**config.mk**
```make
export PLATFORM = sky130hd
export DESIGN_NAME = maze_path_reader
export DESIGN_NICKNAME = d
export VERILOG_FILES = /design/src/rtl/maze_path_reader.sv
export SDC_FILE = /design/constraint.sdc
export NUM_CORES = 1
export LEC_CHECK = 0
export ABC_AREA = 1
export CORE_UTILIZATION = 40
export CTS_BUF_LIST = sky130_fd_sc_hd__clkbuf_8
export DETAILED_ROUTE_END_ITERATION = 7
export PLACE_DENSITY_LB_ADDON = 0.08
export SLEW_MARGIN = 15
export SYNTH_ARGS = -nofsm -noshare
export SYNTH_HDL_FRONTEND = slang
export SYNTH_SLANG_ARGS = --single-unit
```
**constraint.sdc**
```tcl
create_clock -name clk -period 3.1 [get_ports clk]
set_input_delay 0.62 -clock clk [delete_from_list [all_inputs] [get_ports clk]]
set_output_delay 0.62 -clock clk [all_outputs]
set_load 0.005 [all_outputs]
```
**src/rtl/maze_path_reader.sv**
```systemverilog
// Raster-scans the solved maze after the solver finishes. Every visited cell (code 2)
// is streamed out as a coordinate, and the number of visited cells is reported.
module maze_path_reader #(
  parameter int maze_width = 6
) (
  input  logic                  clk,
  input  logic                  rst_n,
  input  logic                  start,
  output logic [maze_width-1:0] row,
  output logic [maze_width-1:0] col,
  output logic                  maze_oe,
  input  logic [1:0]            cell_in,
  output logic                  out_valid,
  input  logic                  out_ready,
  output logic [maze_width-1:0] out_row,
  output logic [maze_width-1:0] out_col,
  output logic [2*maze_width:0] path_len,
  output logic                  busy,
  output logic                  done
);

  localparam logic [1:0] cell_visited = 2'd2;

  typedef enum logic [2:0] {
    st_idle,
    st_read,
    st_check,
    st_emit,
    st_finish
  } state_t;

  state_t state;
  logic   last_cell;
  logic   advance;

  // NOTE: every signal assigned in always_comb gets a default first, so no path can infer a latch.
  always_comb begin
    last_cell = 1'b0;
    advance   = 1'b0;
    last_cell = (&row) && (&col);
    case (state)
      st_check: advance = (cell_in != cell_visited);
      st_emit:  advance = out_ready;
      default:  advance = 1'b0;
    endcase
  end

  // NOTE: sequential state uses non-blocking assignments so every register samples pre-edge values.
  always_ff @(posedge clk or negedge rst_n) begin
    if (!rst_n) begin
      state     <= st_idle;
      row       <= '0;
      col       <= '0;
      maze_oe   <= 1'b0;
      out_valid <= 1'b0;
      out_row   <= '0;
      out_col   <= '0;
      path_len  <= '0;
      busy      <= 1'b0;
      done      <= 1'b0;
    end else begin
      case (state)
        st_idle: begin
          if (start) begin
            row      <= '0;
            col      <= '0;
            path_len <= '0;
            maze_oe  <= 1'b1;
            busy     <= 1'b1;
            state    <= st_read;
          end
        end

        st_read: begin
          maze_oe <= 1'b0;
          state   <= st_check;
        end

        st_check, st_emit: begin
          if (state == st_check && cell_in == cell_visited) begin
            out_row   <= row;
            out_col   <= col;
            out_valid <= 1'b1;
            state     <= st_emit;
          end else if (advance) begin
            if (state == st_emit) begin
              path_len  <= path_len + 1'b1;
              out_valid <= 1'b0;
            end
            // The last cell ends the scan; the pointer is left parked there rather than wrapping.
            if (last_cell) begin
              done  <= 1'b1;
              state <= st_finish;
            end else begin
              {row, col} <= {row, col} + 1'b1;
              maze_oe    <= 1'b1;
              state      <= st_read;
            end
          end
        end

        st_finish: begin
          done  <= 1'b0;
          busy  <= 1'b0;
          state <= st_idle;
        end

        default: begin
          maze_oe   <= 1'b0;
          out_valid <= 1'b0;
          busy      <= 1'b0;
          done      <= 1'b0;
          state     <= st_idle;
        end
      endcase
    end
  end

endmodule

```
==> results_dict.tcl, run 1 <==
set metrics [dict create \
    seqPwrFrac 0.401 \
    crit_chain "clkdlybuf4s50_1 > nor2_1 > inv_1 > nor2_4 > nor2_2 > nand2_1 > buf_4 > nand2_1 > o21ai_0" \
    ir_worst_vdd_uv 346.0 \
    muxShareOfSynthArea 0 \
    p_sw_frac 0.4010 \
    tns_ns 0 \
    syn_inst 344 \
    synth-seq-area-share 0.4402 \
    die_h_um 81.08 \
    die_w_um 81.08 \
    p_comb_frac 0.398 \
    synth_area_um2 2501 \
    wl_met2_um 2577 \
    min_path_type "in2async" \
    total_leakage_power_nw 1.444 \
    dpl_worst_slack_ns 0.5861 \
    gp_congestion 0.8504 \
    max_slew_margin 0.3479 \
    antenna_found_initial 0 \
    required_ns 3.28 \
    clk_pin_slew_ns 0.08 \
    grt_max_degree 45 \
    finalCritPeriodShare 0.7065 \
    grt_overflow 0 \
    fin_crit_ns 2.190 \
    post-route-drc-count 0 \
    cpMostUsedCell "nand2_1" \
    top_layer_used "met4" \
    synth.avg_cell_area_um2 7.271 \
    syn_nets 352 \
    internal_power_mw 1.099 \
    synthSimpleGateAreaFrac 0.4127 \
    h-tree-depth 2 \
    ant_nets 0 \
    nFillCells 617 \
    finalPower_mw 1.834 \
    setup_viol 0 \
    switchingPower_mw 0.7356 \
    finalClockSkew_ns 0.004259 \
    yosysUniqueCellTypes 27 \
    powerDensity_nw_per_um2 592.6 \
    crit_arrival_ns 2.37 \
    num_vias 2341 \
    ctsResizeCount 0 \
    fin_ws_ns 0.9100 \
    routed-wl-met3_um 276 \
    final_nets 398 \
    wirelength_um 5787 \
    coreArea_um2 5991 \
    die_area_um2 6573 \
    fmax_mhz 456.6 \
    crit_fanout 16 \
    crit_buf_inv 3 \
    synth_warnings 0 \
    startpoint_type "primary input" \
    synth_top_family_by_area "simple AND/OR/NAND/NOR gates" \
    area_delta_synth_final_pct 23.76 \
    drive_gt1_frac 0.06650 \
    clock_path_buffers 2 \
    cts-buffers-inserted 5 \
    grt_util_all_layers 0.1925 \
    synth_fa_ha_area_frac 0.01001 \
    p_clk_frac 0.201 \
    status "finished, final reports clean" \
    port_buffers 46 \
    wl_per_cell_um 12.42 \
    dp_hpwl_um 4172 \
    drv_slew 0 \
    final_cell_mix "126 x nand2_1, 45 x clkdlybuf4s50_1, 44 x dfrtp_1" \
    cts_sinks 44 \
    timing.hold.ws_ns 0.4732 \
    root_buffer "clkbuf_8" \
    hold_buffers 0 \
    slowest_stage "clkdlybuf4s50_1" \
    max_stage_delay_ns 0.45 \
    vias_per_cell 5.024 \
    final_core_util 0.5167 \
    grt_pass1_wl_um 9701 \
    rsz0062_at_grt "no" \
    rows 28 \
    io_pins 47 \
    antenna-diode-count 0 \
    cap_violations 0 \
    hold_violations 0 \
    path_class "in2reg" \
    grt_pass1_vias 2055 \
    insertion_delay_ns 0.30 \
    synth_compound_area_frac 0.06653 \
    cp-end-kind "flop" \
    start_util 0.4175 \
    synth-seq-cells 44 \
    cts_tree "done" \
    yosys.area_share.xor_xnor 0 \
    drtIter0Drc 114 \
    firstDrtPassIters 5 \
    worst_slew_pin_slew_ns 0.9781 \
    wl_met1_um 2862 \
    path_delay_family "simple AND/OR/NAND/NOR gates" \
    post_cts_buffers 0 \
    layout_commonest_cell "nand2_1" \
]
-- per-layer routing --
layer,GRT usage,vias to the layer above
li1,-,1195
met3,0.03820,7
met5,0,-
met2,0.2983,61
met4,0.05357,0
met1,0.2716,1078
-- layout make-up --
type | count | area [µm²] | share of cell area
Clock buffer | 6 | 82.58 | 0.02668
Timing Repair Buffer | 48 | 470.5 | 0.1520
Sequential cell | 44 | 1101 | 0.3557
Tap cell | 75 | 93.84 | 0.03032
Multi-Input combinational cell | 260 | 1224 | 0.3953
Inverter | 31 | 116.4 | 0.03759
Clock inverter | 2 | 7.507 | 0.002425
-- synth_stat cells --
cell      number  area share
o211ai_1       1      0.0030
o21ai_1        2      0.0040
nor2_2         2      0.0050
o21ai_0       22       0.044
a31oi_1        1      0.0025
inv_1         28       0.042
nand4_4        1      0.0085
a21o_1         3      0.0090
buf_6          3       0.014
nor3_2         1      0.0040
nand3_1       29       0.058
nand3b_1       4       0.012
clkbuf_1       3      0.0045
nor2_1        39       0.059
buf_2          3      0.0060
nor3_1         4      0.0080
nor2_4         4       0.018
nand4_1       10       0.025
or2_2          1      0.0025
a21oi_1        2      0.0040
and2_0         1      0.0025
ha_1           2       0.010
nand3_4        2       0.014
dfrtp_1       44        0.44
inv_2          3      0.0045
nand2_2        3      0.0075
nand2_1      126        0.19
-- power by group through the flow --
| stage | registers, mW | logic (mW) | clock network (mW) |
|---|---|---|---|
| global placement | 0.746 | 0.728 | 0 |
| detailed placement | 0.747 | 0.735 | 0 |
| finish | 0.736 | 0.729 | 0.369 |
| CTS | 0.736 | 0.740 | 0.386 |
| global route | 0.749 | 0.826 | 0.411 |
| floorplan | 0.734 | 0.517 | 0 |
-- kinds of logic after synthesis --
family / count (synthesis)
AOI/OAI and AO/OA: 31
DFF: 44
buffers and inverters: 40
and+or+nand+nor: 227
adders and majority gates: 2
-- through the flow --
step / instances / instance area, µm²
after global routing: 466 / 3095
after global placement: 458 / 3005
after floorplan: 344 / 2501
final: 466 / 3095
after detailed placement: 458 / 3005
after CTS: 466 / 3095
-- registers in the layout, indices dropped and copies added, names as in the netlist --
register and count:
row 6, out_valid 1, done 1, out_row 6
busy 1, state 3, path_len 13, maze_oe 1
out_col 6, col 6
-- worst register-to-register path, delay by kind of cell (launching register included) --
kind | cells | cell delay [ns]
AO/OA/AOI/OAI | 1 | 0.08
AND/OR/NAND/NOR | 5 | 1.01
flip-flops | 1 | 0.45
buffers and inverters | 2 | 0.35
-- final timing paths --
kind / slack, ns / startpoint / cells past startpoint / end
max: 0.91 / cell_in[0] / 9 / path_len[11]$_DFFE_PN0P_
min: 0.47 / rst_n / 1 / out_row[5]$_DFFE_PN0P_
max reg2reg: 1.10 / state[2]$_DFFE_PN0P_ / 8 / path_len[11]$_DFFE_PN0P_
min reg2reg: 0.48 / done$_DFFE_PN0P_ / 2 / done$_DFFE_PN0P_
max in group asynchronous: 2.01 / rst_n / 1 / out_row[2]$_DFFE_PN0P_
min in group clk: 0.48 / done$_DFFE_PN0P_ / 2 / done$_DFFE_PN0P_
No activity file was read; power rests on OpenSTA's default activity.
==> run 2, diff against run 1 <==
- clock period: 3.1 -> 2.2 ns (I/O delays scaled with it)
==> run 2 against run 1 <==
  * First-iteration DRC count grew 20%
  * Clock skew is essentially flat
  * Total power grew 43%
  * Setup slack lost 0.53 ns
  * Die area is the same
  * Clock-buffer cell count grew 1
  * Sequential power grew 40%
  * Largest power group is now combinational logic
  * Worst hold slack lost 0.25 ns
  * Largest cell class unchanged
  * Non-clock buffer count grew 4
  * Flip-flop and latch count is the same
  * Register-to-register slack lost 0.72 ns
  * Critical endpoint is now path_len[7]$_DFFE_PN0P_
==> results_dict.tcl, run 2 (synthesis gave the netlist of run 1 again) <==
set metrics [dict create \
    r2r_slack_ns 0.38 \
    cts_tree "done" \
    crit_arrival_ns 1.99 \
    largest_reg_flops 13 \
    rsz0062_at_grt "no" \
    final_nets 402 \
    nFillCells 574 \
    start_util 0.4175 \
    finalCritPeriodShare 0.8286 \
    die_w_um 81.08 \
    fmax_mhz 548.5 \
    ir_worst_vdd_uv 530.4 \
    insertion_delay_ns 0.29 \
    finalClockSkew_ns 0.004302 \
    total_leakage_power_nw 1.460 \
    cts-buffers-inserted 5 \
    min_path_type "in2async" \
    hold_violations 0 \
    post-route-drc-count 0 \
    cp-end-kind "flop" \
    p_sw_frac 0.3930 \
    antenna_found_initial 0 \
    area_delta_synth_final_pct 25.21 \
    num_vias 2280 \
    grt_pass1_wl_um 9970 \
    vias_per_cell 4.861 \
    setup_viol 0 \
    h-tree-depth 2 \
    root_buffer "clkbuf_8" \
    status "finished, final reports clean" \
    firstDrtPassIters 4 \
    grt_overflow 0 \
    drtIter0Drc 137 \
    grt_pass1_vias 2079 \
    io_pins 47 \
    regMostFlops "path_len" \
    fin_crit_ns 1.823 \
    wirelength_um 5703 \
    timing.rr.end "path_len[7]$_DFFE_PN0P_" \
    hold_buffers 0 \
    final_cell_mix "126 x nand2_1, 45 x clkdlybuf4s50_1, 44 x dfrtp_1" \
    wl_per_cell_um 12.16 \
    antenna-diode-count 0 \
    switchingPower_mw 1.029 \
    required_ns 2.37 \
    powerDensity_nw_per_um2 836.2 \
    clk_pin_slew_ns 0.08 \
    fin_ws_ns 0.3770 \
    reg2reg_depth 8 \
    die_h_um 81.08 \
    seqPwrFrac 0.394 \
    internal_power_mw 1.590 \
    grt_util_all_layers 0.1983 \
    grt_max_degree 45 \
    layout_commonest_cell "nand2_1" \
    cts_sinks 44 \
    clock_path_buffers 2 \
    p_comb_frac 0.398 \
    p_clk_frac 0.208 \
    coreArea_um2 5991 \
    drv_slew 0 \
    dpl_worst_slack_ns 0.1395 \
    ctsResizeCount 0 \
    drive_gt1_frac 0.07868 \
    die_area_um2 6573 \
    worst_slew_pin_slew_ns 0.5726 \
    post_cts_buffers 0 \
    finalPower_mw 2.619 \
    tns_ns 0 \
    ant_nets 0 \
    rows 28 \
    dp_hpwl_um 4100 \
    cap_violations 0 \
    reg2reg_from "state[2]$_DFFE_PN0P_" \
    max_slew_margin 0.6182 \
    path_class "reg2reg" \
    crit_fanout 23 \
    port_buffers 46 \
    gp_congestion 0.8636 \
    startpoint_type "flop" \
]
==> run 2: changes by cell type in the layout (fill, tap and decap cells not counted) <==
cell	previous run	this run
inv_1	30	28
buf_4	2	6
clkbuf_8	6	7
==> run 2: per-stage QoR <==
stage                       util  instance area [µm²]  hold slack, ns  cells
final                     0.5228                 3132          0.2277    469
after floorplan                -                 2501          0.1444    344
after global routing      0.5228                 3132          0.2896    469
after CTS                 0.5228                 3132          0.2477    469
after global placement    0.5067                 3035          0.4640    462
after detailed placement  0.5067                 3035          0.4600    462
==> run 2: worst max path at each step <==
stage,from,end,slack [ns],cells past startpoint
2_1_floorplan,col[0]$_DFFE_PN0P_,col[5]$_DFFE_PN0P_,0.69,8
3_3_place_gp,cell_in[0],path_len[0]$_DFFE_PN0P_,0.19,9
3_5_place_dp,cell_in[0],path_len[2]$_DFFE_PN0P_,0.14,9
4_1_cts,state[2]$_DFFE_PN0P_,path_len[2]$_DFFE_PN0P_,0.39,8
5_1_grt,state[2]$_DFFE_PN0P_,path_len[6]$_DFFE_PN0P_,0.21,8
6_report,state[2]$_DFFE_PN0P_,path_len[7]$_DFFE_PN0P_,0.38,8
==> run 2: cell type report <==
cell class	count	area (µm²)	area share
clock buffer	7	96.34	0.03076
multi-input combinational	260	1224	0.3907
timing repair buffer	52	500.5	0.1598
tap	75	93.84	0.02996
sequential	44	1101	0.3516
inverter	31	116.4	0.03716
==> run 2: worst max-delay path, stage by stage (launching register included) <==
cell and delay (ns):
dfrtp_1 0.45, inv_2 0.09, nand2_2 0.18, nor3_2 0.07, nor2_2 0.41, nand2_1 0.11
buf_4 0.23, nand2_1 0.07, o21ai_0 0.07
==> run 2: power groups by stage <==
stage	sequential [mW]	combinational, mW	clock, mW
final	1.03	1.04	0.545
after global routing	1.06	1.20	0.596
after CTS	1.03	1.06	0.563
after detailed placement	1.05	1.05	0
after global placement	1.05	1.04	0
after floorplan	1.03	0.729	0
==> run 2: metal layers <==
metal	share of wire	vias to the layer above	global-route usage
li1	-	1200	-
met1	0.51	1016	0.2952
met4	0.011	0	0.06071
met2	0.43	58	0.2866
met5	0	-	0
met3	0.048	6	0.03933
==> run 3, diff against run 2 <==
- clock period: 2.2 -> 1.5 ns (I/O delays scaled with it)
==> run 3 against run 2 <==
  * Fmax increased by 24%
  * Flip-flop and latch count unchanged
  * Worst hold slack better by 0.25 ns
  * Sequential power rose by 40%
  * Clock power rose by 40%
  * Sequential share of layout area fell by 6.4 points
  * Global-route usage up 2.1 points
  * Die area unchanged
  * Critical path depth up 1
  * Critical path type unchanged
  * First-iteration DRC count is 10% higher
  * Clock-buffer cell count down 1
  * Largest cell class unchanged
  * Utilization rose by 12 points
==> results_dict.tcl, run 3 (synthesis gave the netlist of run 1 again) <==
set metrics [dict create \
    grt_util_all_layers 0.2193 \
    total_leakage_power_nw 2.038 \
    grt_pass1_vias 2354 \
    start_util 0.4175 \
    final_core_util 0.6445 \
    num_vias 2603 \
    reg2reg_from "state[1]$_DFFE_PN0P_" \
    min_path_type "reg2reg" \
    grt_overflow 0 \
    dpl.cell_count 490 \
    crit_arrival_ns 1.66 \
    drtIter0Drc 151 \
    worst_slew_pin_slew_ns 0.2625 \
    clock_path_buffers 2 \
    top_layer_used "met4" \
    crit_chain "inv_2 > nor2_4 > buf_12 > nand3_4 > nand2_4 > nor2_4 > nand3_4 > nand2_1 > nand2_1" \
    regMostFlops "path_len" \
    timing.rr.end "row[3]$_DFFE_PN0P_" \
    stdcell_area_um2 3861 \
    finalCritPeriodShare 0.9796 \
    drive_gt1_frac 0.2686 \
    clk_pin_slew_ns 0.09 \
    max_slew_margin 0.8238 \
    final_nets 465 \
    root_buffer "clkbuf_8" \
    whs_path_depth 2 \
    fmax_mhz 680.5 \
    fin_crit_ns 1.469 \
    reg2reg_depth 9 \
    hold_violations 0 \
    port_buffers 46 \
    wl_met1_um 3118 \
    routed-wl-met3_um 370 \
    grt_pass1_wl_um 11030 \
    ant_nets 0 \
    post-route-drc-count 0 \
    largest_reg_flops 13 \
    die_area_um2 6573 \
    grt_max_degree 45 \
    max_stage_delay_ns 0.45 \
    area_delta_synth_final_pct 54.38 \
    finalClockSkew_ns 0.007915 \
    timing.hold.ws_ns 0.4808 \
    cap_violations 0 \
    r2r_slack_ns 0.03 \
    finalNonFillerCells 533 \
    slowest_stage "dfrtp_2" \
    dp_hpwl_um 4421 \
    required_ns 1.69 \
    io_pins 47 \
    h-tree-depth 2 \
    insertion_delay_ns 0.30 \
    rows 28 \
    hp-start "done$_DFFE_PN0P_" \
    setup_viol 0 \
    layout_commonest_cell "nand2_1" \
    coreArea_um2 5991 \
    dpl_cell_area_um2 3276 \
    cts_tree "done" \
    wl_per_cell_um 12.68 \
    rsz0062_at_grt "yes" \
    startpoint_type "flop" \
    ir_worst_vdd_uv 923.9 \
    vias_per_cell 4.884 \
    wl_met2_um 3189 \
    cts-buffers-inserted 5 \
    die_h_um 81.08 \
    path_class "reg2reg" \
    drv_slew 0 \
    whs_endpoint "done$_DFFE_PN0P_" \
    antenna_found_initial 0 \
    status "finished, final reports clean" \
    cts_sinks 44 \
    firstDrtPassIters 5 \
    cp-end-kind "flop" \
    crit_fanout 7 \
    gp_congestion 0.8593 \
    die_w_um 81.08 \
    wirelength_um 6761 \
    antenna-diode-count 0 \
    final_cell_mix "120 x nand2_1, 57 x buf_4, 38 x dfrtp_1" \
    powerDensity_nw_per_um2 1200 \
]
## run 3: changes by cell type in the layout (fill, tap and decap cells not counted), moves of 6 or more
cell             delta
dlygate4sd2_1       +9
buf_6               +7
dfrtp_2             +6
dlymetal6s2s_1     +11
nor2_4              +8
o21ai_1             +6
buf_4              +51
dfrtp_1             -6
nand2_1             -6
o21ai_0             -6
clkdlybuf4s50_1    -22
nand3_1             -7
nor2_1              -8
## run 3: worst max-delay path, delay by kind of cell, from the launching register on
family | cells | cell delay [ns]
buf+inv | 2 | 0.22
simple gates | 7 | 0.68
flops | 1 | 0.45
## run 3: repair_timing
item	4_1_cts	5_1_grt
endpoints found under the hold margin	44	0
setup buffers	25	7
endpoints found under the setup margin	46	53
gates cloned	2	0
gates resized for setup	29	54
pin swaps	5	14
hold buffers	1	0
## run 3: worst max path at each step
stage	end	slack (ns)	startpoint
2_1_floorplan	col[5]$_DFFE_PN0P_	0.01	col[0]$_DFFE_PN0P_
3_3_place_gp	row[3]$_DFFE_PN0P_	-0.29	cell_in[0]
3_5_place_dp	row[3]$_DFFE_PN0P_	-0.32	cell_in[0]
4_1_cts	row[3]$_DFFE_PN0P_	-0.02	state[1]$_DFFE_PN0P_
5_1_grt	row[3]$_DFFE_PN0P_	-0.06	state[1]$_DFFE_PN0P_
6_report	row[3]$_DFFE_PN0P_	0.03	state[1]$_DFFE_PN0P_
## run 3: routing by layer
layer	vias to the layer above	global-route usage
met4	0	0.06250
met1	1181	0.2963
met5	-	0
met2	80	0.3546
met3	10	0.04382
li1	1332	-
## run 3: power breakdown
| group | internal, mW | switching, mW |
|---|---|---|
| Clock | 0.363 | 0.402 |
| Sequential | 1.34 | 0.101 |
| Combinational | 1.11 | 1.31 |
| Total | 2.82 | 1.81 |
## run 3: final cells by class
class,count,area [µm²]
fillers,518,2130
multi-input cells,262,1416
flip-flops and latches,44,1109
repair buffers,113,1033
inverters,31,118.9
well taps,75,93.84
clock buffers,6,82.58
clock inverters,2,7.507
## run 3: through the flow
step	power, mW	setup TNS (ns)	setup WS (ns)
after floorplan	2.587	0	0.01346
after global placement	3.418	-7.036	-0.2936
after detailed placement	3.424	-7.845	-0.3200
after CTS	4.404	-0.03251	-0.01759
after global routing	4.960	-1.017	-0.06209
final	4.632	0	0.03055
